===== config.mk =====
export PLATFORM = sky130hd
export DESIGN_NAME = enable_pixel_source
export DESIGN_NICKNAME = d
export VERILOG_FILES = /design/src/rtl/enable_pixel_source_pkg.sv /design/src/rtl/raster_counter.sv /design/src/rtl/enable_pixel_source.sv
export SDC_FILE = /design/constraint.sdc
export NUM_CORES = 1
export LEC_CHECK = 0
export ABC_CLOCK_PERIOD_IN_PS = 5100
export CAP_MARGIN = 0
export CORE_MARGIN = 5
export CORE_UTILIZATION = 30
export CTS_CLUSTER_SIZE = 20
export DETAILED_ROUTE_END_ITERATION = 8
export GPL_ROUTABILITY_DRIVEN = 0
export GPL_TIMING_DRIVEN = 0
export MAX_ROUTING_LAYER = met4
export PLACE_DENSITY = 0.55
export SETUP_SLACK_MARGIN = 0.2
export SLEW_MARGIN = 20
export SYNTH_ARGS = -nofsm -noshare
export SYNTH_HDL_FRONTEND = slang
export SYNTH_SLANG_ARGS = --single-unit

===== constraint.sdc =====
create_clock -name iClk -period 5.1 [get_ports iClk]
set_clock_uncertainty 0.2 [all_clocks]
set_input_delay 1.02 -clock iClk [delete_from_list [all_inputs] [get_ports iClk]]
set_output_delay 1.02 -clock iClk [all_outputs]
set_load 0.02 [all_outputs]

===== src/rtl/enable_pixel_source_pkg.sv =====
// Shared types and width helpers for the enable-stepped raster test-pattern source.
package enable_pixel_source_pkg;

  typedef enum logic [1:0] {IDLE, ACTIVE, HBLANK, VBLANK} pixStateT;

  localparam int H_ACTIVE_DEF = 16;
  localparam int V_ACTIVE_DEF = 8;
  localparam int H_BLANK_DEF  = 2;
  localparam int V_BLANK_DEF  = 1;
  localparam int DATA_W_DEF   = 8;

  function automatic int cntWidth(input int n);
    return (n > 2) ? $clog2(n) : 1;
  endfunction

  // Blank down-counter holds at most max(H_BLANK,V_BLANK)-1; kept at least 1 bit wide.
  function automatic int blankWidth(input int hb, input int vb);
    int m;
    m = (hb > vb) ? hb : vb;
    return (m >= 1) ? ((m + 1 > 2) ? $clog2(m + 1) : 1) : 1;
  endfunction

  localparam int HW_DEF = cntWidth(H_ACTIVE_DEF);
  localparam int VW_DEF = cntWidth(V_ACTIVE_DEF);

endpackage


===== src/rtl/raster_counter.sv =====
// Column/row position counters; h wraps on its own, v steps only when told to.
module raster_counter #(
  parameter int H_ACTIVE = 16,
  parameter int V_ACTIVE = 8,
  parameter int HW       = 4,
  parameter int VW       = 3
) (
  input  logic          iClk,
  input  logic          iRst,
  input  logic          iClear,
  input  logic          iStepH,
  input  logic          iStepV,
  output logic [HW-1:0] hCnt,
  output logic [VW-1:0] vCnt,
  output logic          hLast,
  output logic          vLast
);

  assign hLast = (hCnt == HW'(H_ACTIVE - 1));
  assign vLast = (vCnt == VW'(V_ACTIVE - 1));

  always_ff @(posedge iClk or negedge iRst) begin
    if (!iRst) begin
      hCnt <= '0;
      vCnt <= '0;
    end else if (iClear) begin
      hCnt <= '0;
      vCnt <= '0;
    end else begin
      if (iStepH) hCnt <= hLast ? '0 : hCnt + HW'(1);
      if (iStepV) vCnt <= vLast ? '0 : vCnt + VW'(1);
    end
  end

endmodule


===== src/rtl/enable_pixel_source.sv =====
// Raster test-pattern source stepped by a clock-enable strobe on the fast clock.
//   state  | meaning
//   IDLE   | waiting for iStart
//   ACTIVE | each enable emits one pixel
//   HBLANK | silent enables after a line
//   VBLANK | silent enables after the last line's HBLANK
module enable_pixel_source
  import enable_pixel_source_pkg::*;
#(
  parameter int H_ACTIVE = H_ACTIVE_DEF,
  parameter int V_ACTIVE = V_ACTIVE_DEF,
  parameter int H_BLANK  = H_BLANK_DEF,
  parameter int V_BLANK  = V_BLANK_DEF,
  parameter int DATA_W   = DATA_W_DEF
) (
  input  logic                          iClk,
  input  logic                          iRst,
  input  logic                          iEnable,
  input  logic                          iStart,
  input  logic                          iContinuous,
  output logic                          oValid,
  output logic [DATA_W-1:0]             oData,
  output logic [cntWidth(H_ACTIVE)-1:0] oHCnt,
  output logic [cntWidth(V_ACTIVE)-1:0] oVCnt,
  output logic                          oFrameStart,
  output logic                          oLineEnd,
  output logic                          oFrameEnd,
  output logic                          oBusy
);

  localparam int HW = cntWidth(H_ACTIVE);
  localparam int VW = cntWidth(V_ACTIVE);
  localparam int BW = blankWidth(H_BLANK, V_BLANK);

  pixStateT          state, stateNext;
  logic [BW-1:0]     blankCnt, blankNext;
  logic [DATA_W-1:0] dataCnt;
  logic [HW-1:0]     hCnt;
  logic [VW-1:0]     vCnt;
  logic              hLast, vLast;
  logic              clearCnt, stepH, stepV, emit, frameDone;

  raster_counter #(
    .H_ACTIVE(H_ACTIVE),
    .V_ACTIVE(V_ACTIVE),
    .HW      (HW),
    .VW      (VW)
  ) uRaster (
    .iClk  (iClk),
    .iRst  (iRst),
    .iClear(clearCnt),
    .iStepH(stepH),
    .iStepV(stepV),
    .hCnt  (hCnt),
    .vCnt  (vCnt),
    .hLast (hLast),
    .vLast (vLast)
  );

  always_ff @(posedge iClk or negedge iRst) begin
    if (!iRst) begin
      state    <= IDLE;
      blankCnt <= '0;
      dataCnt  <= '0;
    end else begin
      state    <= stateNext;
      blankCnt <= blankNext;
      if (clearCnt)  dataCnt <= '0;
      else if (emit) dataCnt <= dataCnt + DATA_W'(1);
    end
  end

  always_comb begin
    stateNext = state;
    blankNext = blankCnt;
    clearCnt  = 1'b0;
    stepH     = 1'b0;
    stepV     = 1'b0;
    emit      = 1'b0;
    frameDone = 1'b0;
    case (state)
      IDLE: begin
        if (iStart) begin
          stateNext = ACTIVE;
          clearCnt  = 1'b1;
        end
      end
      ACTIVE: begin
        if (iEnable) begin
          emit  = 1'b1;
          stepH = 1'b1;
          if (hLast) begin
            if (H_BLANK > 0) begin
              stateNext = HBLANK;
              blankNext = BW'(H_BLANK - 1);
            end else if (!vLast) begin
              stepV = 1'b1;
            end else if (V_BLANK > 0) begin
              stateNext = VBLANK;
              blankNext = BW'(V_BLANK - 1);
            end else begin
              frameDone = 1'b1;
            end
          end
        end
      end
      HBLANK: begin
        if (iEnable) begin
          if (blankCnt == '0) begin
            if (!vLast) begin
              stepV     = 1'b1;
              stateNext = ACTIVE;
            end else if (V_BLANK > 0) begin
              stateNext = VBLANK;
              blankNext = BW'(V_BLANK - 1);
            end else begin
              frameDone = 1'b1;
            end
          end else begin
            blankNext = blankCnt - BW'(1);
          end
        end
      end
      VBLANK: begin
        if (iEnable) begin
          if (blankCnt == '0) frameDone = 1'b1;
          else                blankNext = blankCnt - BW'(1);
        end
      end
      default: stateNext = IDLE;
    endcase
    // Counter clear outranks the h step taken by a blank-free last pixel.
    if (frameDone) begin
      if (iContinuous) begin
        stateNext = ACTIVE;
        clearCnt  = 1'b1;
      end else begin
        stateNext = IDLE;
      end
    end
  end

  always_ff @(posedge iClk or negedge iRst) begin
    if (!iRst) begin
      oValid      <= 1'b0;
      oData       <= '0;
      oHCnt       <= '0;
      oVCnt       <= '0;
      oFrameStart <= 1'b0;
      oLineEnd    <= 1'b0;
      oFrameEnd   <= 1'b0;
      oBusy       <= 1'b0;
    end else begin
      oValid      <= emit;
      oFrameStart <= emit && (hCnt == '0) && (vCnt == '0);
      oLineEnd    <= emit && hLast;
      oFrameEnd   <= emit && hLast && vLast;
      oBusy       <= (stateNext != IDLE);
      if (emit) begin
        oData <= dataCnt;
        oHCnt <= hCnt;
        oVCnt <= vCnt;
      end
    end
  end

endmodule


Yosys cells after proc, flatten, opt, wreduce, memory -nomap -nowiden

Cells that the tools add are included.

Word-level logic and storage cells: 79
Output and inout port bits: 20
Register bits after elaboration: 39
Input port bits: 5

Reductions and logical operators: 13
$add $sub $neg: 4
Eq/ne operators: 11
Mux-type cells: 38

Operators with widths:

| kind                                                               | count |
|---|---|
| 2-bit 2-to-1 mux                                                   | 14 |
| 8-bit 2-to-1 mux                                                   | 2 |
| 1-bit 2-to-1 mux                                                   | 14 |
| 4-bit 2-to-1 mux                                                   | 3 |
| 2-bit case mux with 3 select lines                                 | 2 |
| 2-bit != test, second input constant                               | 5 |
| 3-bit 2-to-1 mux                                                   | 3 |
| 8-bit by 1-bit adder with 8-bit output, second input constant      | 1 |
| 7-bit AND reduction                                                | 1 |
| 2-bit nonzero test                                                 | 3 |
| 4-bit by 1-bit adder with 4-bit output, second input constant      | 1 |
| 2-bit == test, second input constant                               | 2 |
| 4-bit == test, second input constant                               | 1 |
| 1-bit logical AND                                                  | 4 |
| 2-bit logical NOT                                                  | 2 |
| 4-bit logical NOT                                                  | 1 |
| 3-bit by 1-bit adder with 3-bit output, second input constant      | 1 |
| 3-bit == test, second input constant                               | 1 |
| 3-bit logical NOT                                                  | 1 |
| 3-bit by 2-bit != test with 1-bit output, second input constant    | 1 |
| 3-bit nonzero test                                                 | 1 |
| 2-bit by 1-bit == test with 1-bit output, second input constant    | 1 |
| 2-bit by 1-bit subtractor with 2-bit output, second input constant | 1 |

Depth between registers and ports, before layout

Word-level depth: 7
Mapped depth: 7
Gate-level depth less buffers: 6

By module

A second synthesis with hierarchy kept.

Cell total of the unflattened synthesis: 181
Area, all modules: 1803.0 µm²

By module, submodules not included:

| module              | cells an instance | seq. area each (µm²) | instances | area an instance (µm²) |
|---|---|---|---|---|
| enable_pixel_source | 148               | 800.8                | 1         | 1446.4 |
| raster_counter      | 33                | 175.2                | 1         | 356.6 |

Worst setup path before layout

Ideal clock, no wire load.

Path kind: in2reg
From: input port iEnable
To: register dataCnt[0]
Path slack: 3.113 ns
Data required time: 4.829 ns
Buffers on the path: 1
Stages on the path: 4
Library setup time: 0.071 ns
Data arrival time: 1.716 ns
Cell sequence: and3_1 -> a31o_2 -> buf_4 -> nor2_1

Cells in the longest elaborated chain, start to end: 4
Elaborated cells between the ends (all ways): 7
Classes of those cells: 6 x mux; 1 x reduce/logical

RTL lines:

| element                                                | RTL line                   | text |
|---|---|---|
| start: declaration                                     | enable_pixel_source.sv:18  | `input logic iEnable,` |
| 1-bit 2-to-1 mux                                       | enable_pixel_source.sv:125 | `if (iEnable) begin` |
| 1-bit 2-to-1 mux                                       | -                          |  |
| 1-bit 2-to-1 mux                                       | enable_pixel_source.sv:133 | `if (frameDone) begin` |
| 8-bit 2-to-1 mux or 2-bit nonzero test (tied branches) | -                          |  |
| end signal: assignment                                 | enable_pixel_source.sv:69  | `else if (emit) dataCnt <= dataCnt + DATA_W'(1);` |
| end: declaration                                       | enable_pixel_source.sv:37  | `logic [DATA_W-1:0] dataCnt;` |

Several ways; a longest one is shown, not always the timed one.
A chain may end at the register's enable or synchronous reset.

Worst setup path after layout

From: input port iEnable
To: register dataCnt[6]

Same word-level chain as after synthesis.

==> summary.md <==
| Metric | Value |
|---|---|
| Status | finished clean |
| CTS Buf Count | 5 |
| Initial antenna violation count | 0 |
| Largest family of logic cells by synthesized area | simple AND/OR/NAND/NOR gates |
| Number of distinct library cells after synthesis | 34 |
| CP Capture Type | register |
| Hold Path Depth | 2 |
| CP Data Required Time | between 5000 and 6000 ps |
| Sequential area share after synthesis | 0.527 |
| Cells after Synth | 191 |
| Number of DRC markers in iteration 0 | between 50 and 60 |
| F_max | 400 MHz |
| Hpwl dp | 2.67 mm |
| First-pass GRT wire length | 6.62 mm |
| Worst skew pair latency | roughly 290 ps |
| Final wirelength | 3.60 mm |
| Synth Area in Compound Gates | 0.0622 |
| Std-Cell Rows | 28 |
| Worst setup path class | in -> reg |
| Drt drc | 0 |
| Synthesized Nets | 205 |
| Die Span Y | 88.6 um |
| Mux contribution to synthesized area | 0.0277 |
| Final Net Count | approximately 240 |
| Adder-Cell Fraction of Synth Area | 0.0608 |
| Grt ovf | 0 |
| Die footprint | 7840 sq um |
| Crit Path Max Fanout | 10 |
| Arr. time, crit path | about 2500 ps |
| Routed len/inst | 12.0 um |
| Max Cap Viol | 0 |
| XOR/XNOR Fraction of Synth Area | 0.0378 |
| Final Critical Period | 2500 ps |
| Max Root-Sink Buffers | 2 |
| Clock sink total | 39 |
| CTS tree | done |
| Cell depth of the worst flop-to-flop path | 6 |
| Effective utilization at floorplan | 0.311 |
| Top_reg_cell synth | dfrtp_1 |
| Critical Path Start Type | input port |
| Syn Area/Cell | 9.70 sq um |
| Number of synthesized flops with an enable pin | 0 |
| Fraction of layout cells with a size suffix above 1 | 0.107 |
| Post-Syn Area | between 1500 and 2000 sq um |
| Lkg Pwr | 1.13 nW |
| Finished Cell Area | between 2000 and 2500 sq um |
| Post-CTS Setup Bufs | 0 |
| Vias | 1348 |
| Post-cts resize count | 0 |
| N_diodes | 0 |
| Vias in the first global route | 1385 |
| Final setup vio count | 0 |
| Fin. max-slew vios | 0 |
| Worst VDD drop | 0.252 mV |
| Synth Register Bits | 39 |
| CTS H-tree depth | 2 |
| Total Routing Usage GR | 0.111 |
| Pwr dens | 515 nW/um^2 |
| Worst Hold End | oHCnt[2] |
| Top post-synthesis cells by area | dfrtp_1, nand2_1, ha_1 |
| Antenna-violating nets left | 0 |
| Reg2reg start | uRaster.vCnt[1] |
| Core area | a little under 6000 sq um |
| Cts hold-fix bufs | 0 |
| Final TNS setup | 0 ps |
| Final Cycle Share | 0.490 |
| Synth async-reset ratio | 1.00 |
| Layout area overhead | 24.9% |
| IO Port Bufs | 24 |
| Least-Margin Pin Slew | 448 ps |
| Final Hold Vio Count | 0 |
| Via density | 4.51 |
| YS warnings | 0 |
| Yosys top cell area share | 0.527 |
| CTS root buf | clkbuf_8 |
| Rel. slew slack | 0.701 |
| Yosys top cell by area | dfrtp_1 |
| Fraction of the mapped netlist area in simple logic gates | 0.234 |
| Die X | 88.6 um |
| Placement Cell Area | 2200 sq um |
| RSZ-0062 raised after global routing | no |
| Clock transition at path regs | 80 ps |
| DR pass1 iterations | 4 |
| # IOs | 25 |
| Largest net degree at the start of global routing | 28 |
| R2R Path End | blankCnt[0] |
| Min-delay src | oHCnt[2] |
| Reg2reg setup slack | about 3300 ps |
| Type of the worst min-delay path | reg -> reg |
| Number of fill cells | 620 |
per-layer routing:
layer / global-route usage / share of wire / up-vias
met4: 0.0508 / 0.023 / 0
met1: 0.131 / 0.43 / 633
li1: - / - / 687
met5: - / 0 / -
met2: 0.181 / 0.51 / 20
met3: 0.0251 / 0.039 / 8
metrics by stage:
step	hold slack (ps)	utilization	cells	setup slack (ps)	power [mW]
floorplan	260	-	191	3110	0.775
global placement	260	0.367	290	1800	0.939
detailed placement	262	0.370	291	2280	0.950
CTS	282	0.388	299	2600	1.21
global route	303	0.388	299	2500	1.30
finish	276	0.388	299	2600	1.19
registers in the layout, indices dropped and copies added (netlist names):
register and count:
oFrameEnd 1, oLineEnd 1, blankCnt 2, oHCnt 4
state 2, dataCnt 8, oData 8, oVCnt 3
oBusy 1, oFrameStart 1, uRaster.hCnt 4, uRaster.vCnt 3
oValid 1
cells in the mapped netlist, types with 2 or more instances:
| library cell | instances |
|---|---|
| a21oi_1 | 9 |
| and3_1 | 6 |
| buf_2 | 2 |
| buf_4 | 3 |
| buf_6 | 2 |
| dfrtp_1 | 39 |
| ha_1 | 9 |
| inv_1 | 9 |
| mux2i_1 | 4 |
| nand2_1 | 51 |
| nand3_1 | 3 |
| nand4_1 | 4 |
| nor2_1 | 14 |
| nor2_2 | 2 |
| nor3_1 | 3 |
| o21ai_0 | 7 |
| xnor2_1 | 4 |
| xor2_1 | 4 |
worst max-delay path by stage:
stage	startpoint	to
2_1_floorplan	iEnable	dataCnt[0]
3_3_place_gp	iRst	state[0]
3_5_place_dp	iEnable	dataCnt[6]
4_1_cts	oData[5]	oData[5]
5_1_grt	iEnable	uRaster.vCnt[0]
6_report	iEnable	dataCnt[6]
area by class of cell:
class / instances / area (sq um) / area share
Sequential cell: 39 / 976 / 0.422
Timing Repair Buffer: 25 / 255 / 0.110
Clock inverter: 3 / 43.8 / 0.0189
Buffer: 8 / 58.8 / 0.0254
Tap cell: 75 / 93.8 / 0.0406
Multi-Input combinational cell: 135 / 783 / 0.339
Clock buffer: 5 / 68.8 / 0.0297
Inverter: 9 / 33.8 / 0.0146
layout by cell type, fill, tap and decap left out, types with 2 or more instances in the layout:
master and instances:
clkdlybuf4s50_1 23, and3_1 6, xor2_1 4, buf_6 2, xnor2_1 4, buf_4 3
ha_1 9, mux2i_1 4, o21ai_0 7, a21oi_1 9, nor2_2 2, nand2_1 51
nor2_1 14, dfrtp_1 39, nand3_1 3, clkbuf_8 5, buf_2 3, nor3_1 3
inv_1 9, nand4_1 4
worst max-delay path, cell delays in order:
cell and delay (ps):
clkdlybuf4s50_1 670, and3_1 250, a31o_2 250, buf_4 210
nor2_1 70
cell families (layout without fill, tap and decap cells):
logic type               count (synthesis)  in the layout
AND/OR/NAND/NOR                         93             93
adder cells (fa/ha/maj)                  9              9
flip-flops                              39             39
XOR/XNOR                                 8              8
buffers and inverters                   17             50
multiplexers                             5              5
AO/OA/AOI/OAI                           20             20
where the power goes:
part / switching (mW) / total (mW) / internal, mW / leakage (nW)
sequential: 0.0779 / 0.482 / 0.404 / 0.500
combinational: 0.247 / 0.452 / 0.205 / 0.575
clock: 0.113 / 0.258 / 0.146 / 0.0581
total: 0.437 / 1.19 / 0.755 / 1.13
Note: power is estimated with default switching activity, not from simulation.
